==> src/rtl/shared_resource_arbiter_if.sv <==
// shared_resource_arbiter_if: request/grant, resource and response signals between requesters and the arbiter.
// Signals:
//    req             - per-requester level request
//    req_data        - requester i owns bits [i*DATA_W +: DATA_W]
//    grant           - registered one-hot (or zero) grant
//    resource_input  - granted requester's data, zero when no transfer
//    resource_valid  - a transfer happens this cycle
//    resource_output - result from the shared resource, RES_LAT cycles after its transfer
//    rsp_data        - resource_output passed through while a response is valid, else zero
//    rsp_valid       - one-hot owner of rsp_data
//    busy            - grant active or any operation in flight
// Modports: master = requester/resource side, slave = arbiter.
interface shared_resource_arbiter_if #(
   parameter int NUM_REQ = 4,
   parameter int DATA_W  = 32
);
   logic [NUM_REQ-1:0]        req;
   logic [NUM_REQ*DATA_W-1:0] req_data;
   logic [NUM_REQ-1:0]        grant;
   logic [DATA_W-1:0]         resource_input;
   logic                      resource_valid;
   logic [DATA_W-1:0]         resource_output;
   logic [DATA_W-1:0]         rsp_data;
   logic [NUM_REQ-1:0]        rsp_valid;
   logic                      busy;
   modport master (
      output req, req_data, resource_output,
      input  grant, resource_input, resource_valid, rsp_data, rsp_valid, busy
   );
   modport slave (
      input  req, req_data, resource_output,
      output grant, resource_input, resource_valid, rsp_data, rsp_valid, busy
   );
endinterface

==> src/rtl/shared_resource_arbiter.sv <==
// shared_resource_arbiter: round-robin arbiter sharing one fixed-latency resource between NUM_REQ requesters.
// Ports:
//    clk   - clock, rising edge
//    reset - asynchronous active-low reset
//    bus   - shared_resource_arbiter_if.slave: req/req_data/resource_output in;
//            grant/resource_input/resource_valid/rsp_data/rsp_valid/busy out
// Macro ARB_BURST_LIMIT_EN: when defined, a grant is released after MAX_BURST consecutive transfers
// if another requester is waiting; when undefined a grant is held until its req drops.
module shared_resource_arbiter #(
   parameter int NUM_REQ   = 4,
   parameter int DATA_W    = 32,
   parameter int RES_LAT   = 2,
   parameter int MAX_BURST = 4
) (
   input logic                      clk,
   input logic                      reset,
   shared_resource_arbiter_if.slave bus
);
   localparam int IW = $clog2(NUM_REQ);
   if (NUM_REQ < 2 || NUM_REQ > 8 || RES_LAT < 1 || MAX_BURST < 1) begin : g_param_check
      $error("shared_resource_arbiter: parameter out of range");
   end
   typedef enum logic {IDLE, OWNED} state_t;
   state_t             r_state, w_state_nxt;
   logic [IW-1:0]      r_owner, w_owner_nxt, r_last, w_last_nxt, w_start, w_pick;
   logic [NUM_REQ-1:0] w_grant, w_mask;
   logic [DATA_W-1:0]  w_din;
   logic               w_found, w_xfer, w_rel_b;
   logic [RES_LAT-1:0] r_pipe_v;
   logic [IW-1:0]      r_pipe_o [RES_LAT];

   assign w_grant = (r_state == OWNED) ? NUM_REQ'(1) << r_owner : '0;
   assign w_xfer  = |(w_grant & bus.req);

   always_comb begin
      w_din = '0;
      for (int i = 0; i < NUM_REQ; i++)
         if (w_grant[i] && bus.req[i]) w_din = bus.req_data[i*DATA_W +: DATA_W];
   end

   // Rotating search starting after the owner (after last when idle). The owner is masked out,
   // so a release hands off to the next waiting requester in the same cycle.
   always_comb begin
      w_start = (r_state == OWNED) ? r_owner : r_last;
      w_mask  = bus.req & ~w_grant;
      w_pick  = '0;
      w_found = 1'b0;
      for (int k = 1; k <= NUM_REQ; k++)
         if (!w_found && w_mask[IW'((int'(w_start) + k) % NUM_REQ)]) begin
            w_pick  = IW'((int'(w_start) + k) % NUM_REQ);
            w_found = 1'b1;
         end
   end

`ifdef ARB_BURST_LIMIT_EN
   localparam int BW = (MAX_BURST > 1) ? $clog2(MAX_BURST) : 1;
   logic [BW-1:0] r_burst_cnt;
   logic          w_at_limit;
   // At the limit with nobody waiting the grant is kept and the count simply restarts.
   assign w_at_limit = w_xfer && (r_burst_cnt == BW'(MAX_BURST - 1));
   assign w_rel_b    = w_at_limit && w_found;
   always_ff @(posedge clk or negedge reset)
      if (!reset) r_burst_cnt <= '0;
      else r_burst_cnt <= (w_at_limit || w_state_nxt != r_state || w_owner_nxt != r_owner) ?
                          '0 : r_burst_cnt + BW'(w_xfer);
`else
   assign w_rel_b = 1'b0;
`endif

   always_comb begin
      w_state_nxt = r_state;
      w_owner_nxt = r_owner;
      w_last_nxt  = r_last;
      if (r_state == IDLE) begin
         w_state_nxt = w_found ? OWNED : IDLE;
         w_owner_nxt = w_found ? w_pick : r_owner;
      end else if (!bus.req[r_owner] || w_rel_b) begin
         w_last_nxt  = r_owner;
         w_state_nxt = w_found ? OWNED : IDLE;
         w_owner_nxt = w_found ? w_pick : r_owner;
      end
   end

   always_ff @(posedge clk or negedge reset)
      if (!reset) begin
         r_state <= IDLE;
         r_owner <= '0;
         r_last  <= IW'(NUM_REQ - 1);
      end else begin
         r_state <= w_state_nxt;
         r_owner <= w_owner_nxt;
         r_last  <= w_last_nxt;
      end

   // Each transfer carries its owner down the pipe so the result returns to whoever issued it.
   always_ff @(posedge clk or negedge reset)
      if (!reset) begin
         r_pipe_v <= '0;
         for (int k = 0; k < RES_LAT; k++) r_pipe_o[k] <= '0;
      end else begin
         r_pipe_v[0] <= w_xfer;
         r_pipe_o[0] <= r_owner;
         for (int k = 1; k < RES_LAT; k++) begin
            r_pipe_v[k] <= r_pipe_v[k-1];
            r_pipe_o[k] <= r_pipe_o[k-1];
         end
      end

   assign bus.grant          = w_grant;
   assign bus.resource_valid = w_xfer;
   assign bus.resource_input = w_din;
   assign bus.rsp_valid      = r_pipe_v[RES_LAT-1] ? NUM_REQ'(1) << r_pipe_o[RES_LAT-1] : '0;
   assign bus.rsp_data       = r_pipe_v[RES_LAT-1] ? bus.resource_output : '0;
   assign bus.busy           = (|w_grant) || (|r_pipe_v);
endmodule
==> src/flat_wrapper.sv <==
// flat-port wrapper written by rule: the top's interface ports become plain ports
module shared_resource_arbiter_flat 
#(
   parameter int NUM_REQ   = 4,
   parameter int DATA_W    = 32,
   parameter int RES_LAT   = 2,
   parameter int MAX_BURST = 4
)
  (clk, reset, bus_req, bus_req_data, bus_resource_output, bus_grant, bus_resource_input, bus_resource_valid, bus_rsp_data, bus_rsp_valid, bus_busy);
  shared_resource_arbiter_if #(.NUM_REQ(NUM_REQ), .DATA_W(DATA_W)) bus_i ();
  input logic clk;
  input logic reset;
  input wire logic [$bits(bus_i.req)-1:0] bus_req;
  input wire logic [$bits(bus_i.req_data)-1:0] bus_req_data;
  input wire logic [$bits(bus_i.resource_output)-1:0] bus_resource_output;
  output wire logic [$bits(bus_i.grant)-1:0] bus_grant;
  output wire logic [$bits(bus_i.resource_input)-1:0] bus_resource_input;
  output wire logic [$bits(bus_i.resource_valid)-1:0] bus_resource_valid;
  output wire logic [$bits(bus_i.rsp_data)-1:0] bus_rsp_data;
  output wire logic [$bits(bus_i.rsp_valid)-1:0] bus_rsp_valid;
  output wire logic [$bits(bus_i.busy)-1:0] bus_busy;
  assign bus_i.req = bus_req;
  assign bus_i.req_data = bus_req_data;
  assign bus_i.resource_output = bus_resource_output;
  assign bus_grant = bus_i.grant;
  assign bus_resource_input = bus_i.resource_input;
  assign bus_resource_valid = bus_i.resource_valid;
  assign bus_rsp_data = bus_i.rsp_data;
  assign bus_rsp_valid = bus_i.rsp_valid;
  assign bus_busy = bus_i.busy;
  shared_resource_arbiter #(.NUM_REQ(NUM_REQ), .DATA_W(DATA_W), .RES_LAT(RES_LAT), .MAX_BURST(MAX_BURST)) u_core (.clk(clk), .reset(reset), .bus(bus_i));
endmodule
==> config.mk <==
export PLATFORM = sky130hd
export DESIGN_NAME = shared_resource_arbiter_flat
export DESIGN_NICKNAME = d
export VERILOG_FILES = /design/src/rtl/shared_resource_arbiter_if.sv /design/src/rtl/shared_resource_arbiter.sv /design/src/flat_wrapper.sv
export SDC_FILE = /design/constraint.sdc
export NUM_CORES = 1
export LEC_CHECK = 0
export CAP_MARGIN = 20
export CORE_AREA = 2 2 93 95
export DETAILED_ROUTE_END_ITERATION = 16
export DIE_AREA = 0 0 95 97
export GPL_ROUTABILITY_DRIVEN = 0
export PLACE_DENSITY_LB_ADDON = 0.15
export SLEW_MARGIN = 5
export SYNTH_ARGS = -nofsm -noshare
export SYNTH_HDL_FRONTEND = slang
export SYNTH_SLANG_ARGS = --single-unit
==> constraint.sdc <==
create_clock -name clk -period 2.4 [get_ports clk]
set_input_delay 0.48 -clock clk [delete_from_list [all_inputs] [get_ports clk]]
set_output_delay 0.48 -clock clk [all_outputs]
set_load 0.03 [all_outputs]
==> results.yml <==
cts:
  clk_pin_slew_worst_paths_ps: 50
  clk_latency_ps: 230
  cts_tree: "yes"
  clock-sinks: 11
  hold_buffers: 0
  cts_root_buf: "clkbuf_8"
  cts_made_buffers: 3
  cts_max_level: 1
  clk_path_buf_depth: 2
place:
  hpwl_mm: 7.743
  dpl_worst_slack_ps: -22.15
  numPortBuffers: 239
critical_path:
  startpoint: "bus_req[2]"
  rr_endpoint: "u_core.r_owner[1]"
  crit_type: "primary input to output pin"
  crit_path_max_fanout: 27
  start_kind: "primary input"
  cp-end-kind: "output pin"
  arrival_ps: 1870
  reg2reg_from: "u_core.r_owner[0]"
  rr_worst_depth: 7
  worst_ep_required_time_ps: 1920
  r2r_slack_ps: 350
route:
  drc_errors: 0
  drtIter0Drc: 123
  wl_per_cell_um: 17.00
  vias: 2683
  ant_nets: 0
  firstDrtPassIters: 4
  routed_wl_mm: 9.233
  vias_per_cell: 4.941
sta:
  worst_pin_slew_ps: 477.6
  hold_viol: 0
  finalCritPeriodShare_pct: 97.76
  slew_viol_final: 0
  fin_hold_ws_ps: 353.8
  final.min_clock_period_ps: 2346
  fmax_ghz: 0.4262
  relSlewSlack_pct: 68.06
  rsz0062_at_grt: "true"
  fin_skew_ps: 1.842
  tns_ps: 0
  finalWorstSetupSlack_ps: 53.78
  setup_viol: 0
pwr:
  p_sw_uw: 2275
  p_leak_uw: 0.001769
  p_clk_share_pct: 3.9
  ir_drop_mv: 0.5737
  p_seq_share_pct: 9.0
  switching_share_pct: 49.63
  p_per_area_mw_per_mm2: 1055
  combPwrFrac_pct: 87.2
  intPower_uw: 2309
synthesis:
  synth_top_family_by_area: "compound AO/OA/AOI/OAI gates"
  synth_edf_count: 0
  syn_area_mm2: 0.001695
  synth-simple-area-share_pct: 24.87
  avgSynthCellArea_um2: 8.519
  synth.yosys.warnings: 0
  seq_area_frac_synth_pct: 16.38
  synthAdderAreaFrac_pct: 0
  synthMuxAreaShare_pct: 5.904
  synthFlopType: "dfrtp_1"
  synth_async_sr_flop_share_pct: 100.0
  synth_compound_area_share_pct: 45.61
  synth_top_area_share_pct: 18.89
  synthesis.nets: 365
  ys_ff_latch: 11
  yosysTopAreaCell: "a221o_1"
  synth_cell_types: 44
  postSynthCellCount: 199
  synthXorXnorAreaFrac_pct: 0
  synthTopCellsByArea: "a221o_1, a22o_1, dfrtp_1"
grt:
  grt_overflow: 0
  grt_pass1_vias: 2644
  grt_util_all_layers_pct: 17.96
  antenna_found_initial: 0
  grt_pass1_wl_mm: 13.01
  grt_max_degree: 33
floorplan:
  dieArea_mm2: 0.009215
  start_util_pct: 20.84
  coreArea_mm2: 0.008134
  die_h_um: 97
  io_pins: 240
  die_w_um: 95
  rows: 33
final_layout:
  drive_gt1_share_pct: 17.35
  nNetsFinal: 605
  final_cell_mix: "clkdlybuf4s50_1, buf_4, a22o_1, a221o_1, and2_1"
  n_antenna_cell: 0
  area_growth_pct: 156.2
  mostFrequentLayoutCell: "clkdlybuf4s50_1"
min_path:
  min-delay-start: "u_core.r_pipe_o[3]"
  min_path_cells: 0
  hold_class: "flop to flop"
  hold_end: "u_core.r_pipe_o[1]"
status:
  status: "completed"
flow_run:
  drv_cap: 0
==> power by group through the flow <==
| stage | sequential, uW | combinational, uW | clock, uW |
|---|---|---|---|
| final | 411 | 4000 | 177 |
| after global routing | 426 | 4220 | 194 |
| after CTS | 404 | 4030 | 184 |
| after detailed placement | 410 | 3980 | 0 |
| after global placement | 407 | 3960 | 0 |
| after floorplan | 351 | 2370 | 0 |
==> stage by stage <==
step | area, um^2 | total power, uW | utilization (%) | std cells
after global routing | 4343 | 4840 | 53.39 | 543
after global placement | 4274 | 4365 | 52.55 | 537
after detailed placement | 4274 | 4385 | 52.55 | 537
after CTS | 4342 | 4619 | 53.38 | 543
after floorplan | 1700 | 2723 | - | 199
final | 4343 | 4584 | 53.39 | 543
==> repair_timing <==
item                                    in CTS  in global routing
endpoints found under the setup margin      17                 30
pin swaps                                    0                  1
gates cloned                                 0                  1
buffers inserted                             2                  0
gates resized for setup                      4                  5
==> per-layer routing <==
layer  GRT usage (%)  vias up  routed length (um)
li1                -     1274                   -
met1           18.44     1231                3109
met2           35.35      174                5009
met3           4.907        4                1065
met4           3.344        0                  48
met5               0        -                   0
==> cells by family (layout without fill, tap and decap cells) <==
group	count (synthesis)	count (layout)
DFF	11	11
and+or+nand+nor	67	68
muxes	8	8
buffers and inverters	27	265
AOI/OAI and AO/OA	86	86
==> flip-flops by register name, summed over array words and instances (netlist names) <==
signal and flops:
u_core.r_last 2, u_core.r_pipe_v 2, u_core.r_owner 2, u_core.r_pipe_o 4, u_core.r_state 1
==> critical path: stages <==
cell,delay [ps]
clkdlybuf4s50_1,420
and2_4,170
buf_12,160
a22o_1,180
a221o_1,300
buf_12,150
==> final cells by class <==
class | instances | area (um^2)
fillers | 765 | 3791
repair buffers | 259 | 2552
multi-input cells | 162 | 1328
flip-flops and latches | 11 | 279.0
well taps | 105 | 131.4
clock buffers | 4 | 45.04
inverters | 2 | 7.507
==> how the worst max path moves through the flow <==
stage	to	slack (ps)	cells after the start
2_1_floorplan	bus_resource_input[10]	10	7
3_3_place_gp	bus_resource_input[29]	-20	6
3_5_place_dp	bus_resource_input[29]	-20	6
4_1_cts	bus_resource_input[29]	7	6
5_1_grt	bus_resource_input[31]	-10	6
6_report	bus_resource_input[0]	50	6
==> synthesized netlist by cell type, drive strengths merged, types with 2 or more instances <==
library cell,number
buf,7
nor3,3
and2,35
inv,2
dfrtp,9
and3b,2
or4b,2
clkbuf,18
a221o,32
o21ai,5
o22ai,2
nor2b,3
nand2,5
dfstp,2
nand3b,3
mux2,3
a21oi,4
and3,2
a22o,32
nor3b,3
or3,2
mux2i,5
nor2,4
Power figures use the tool's default switching activity.
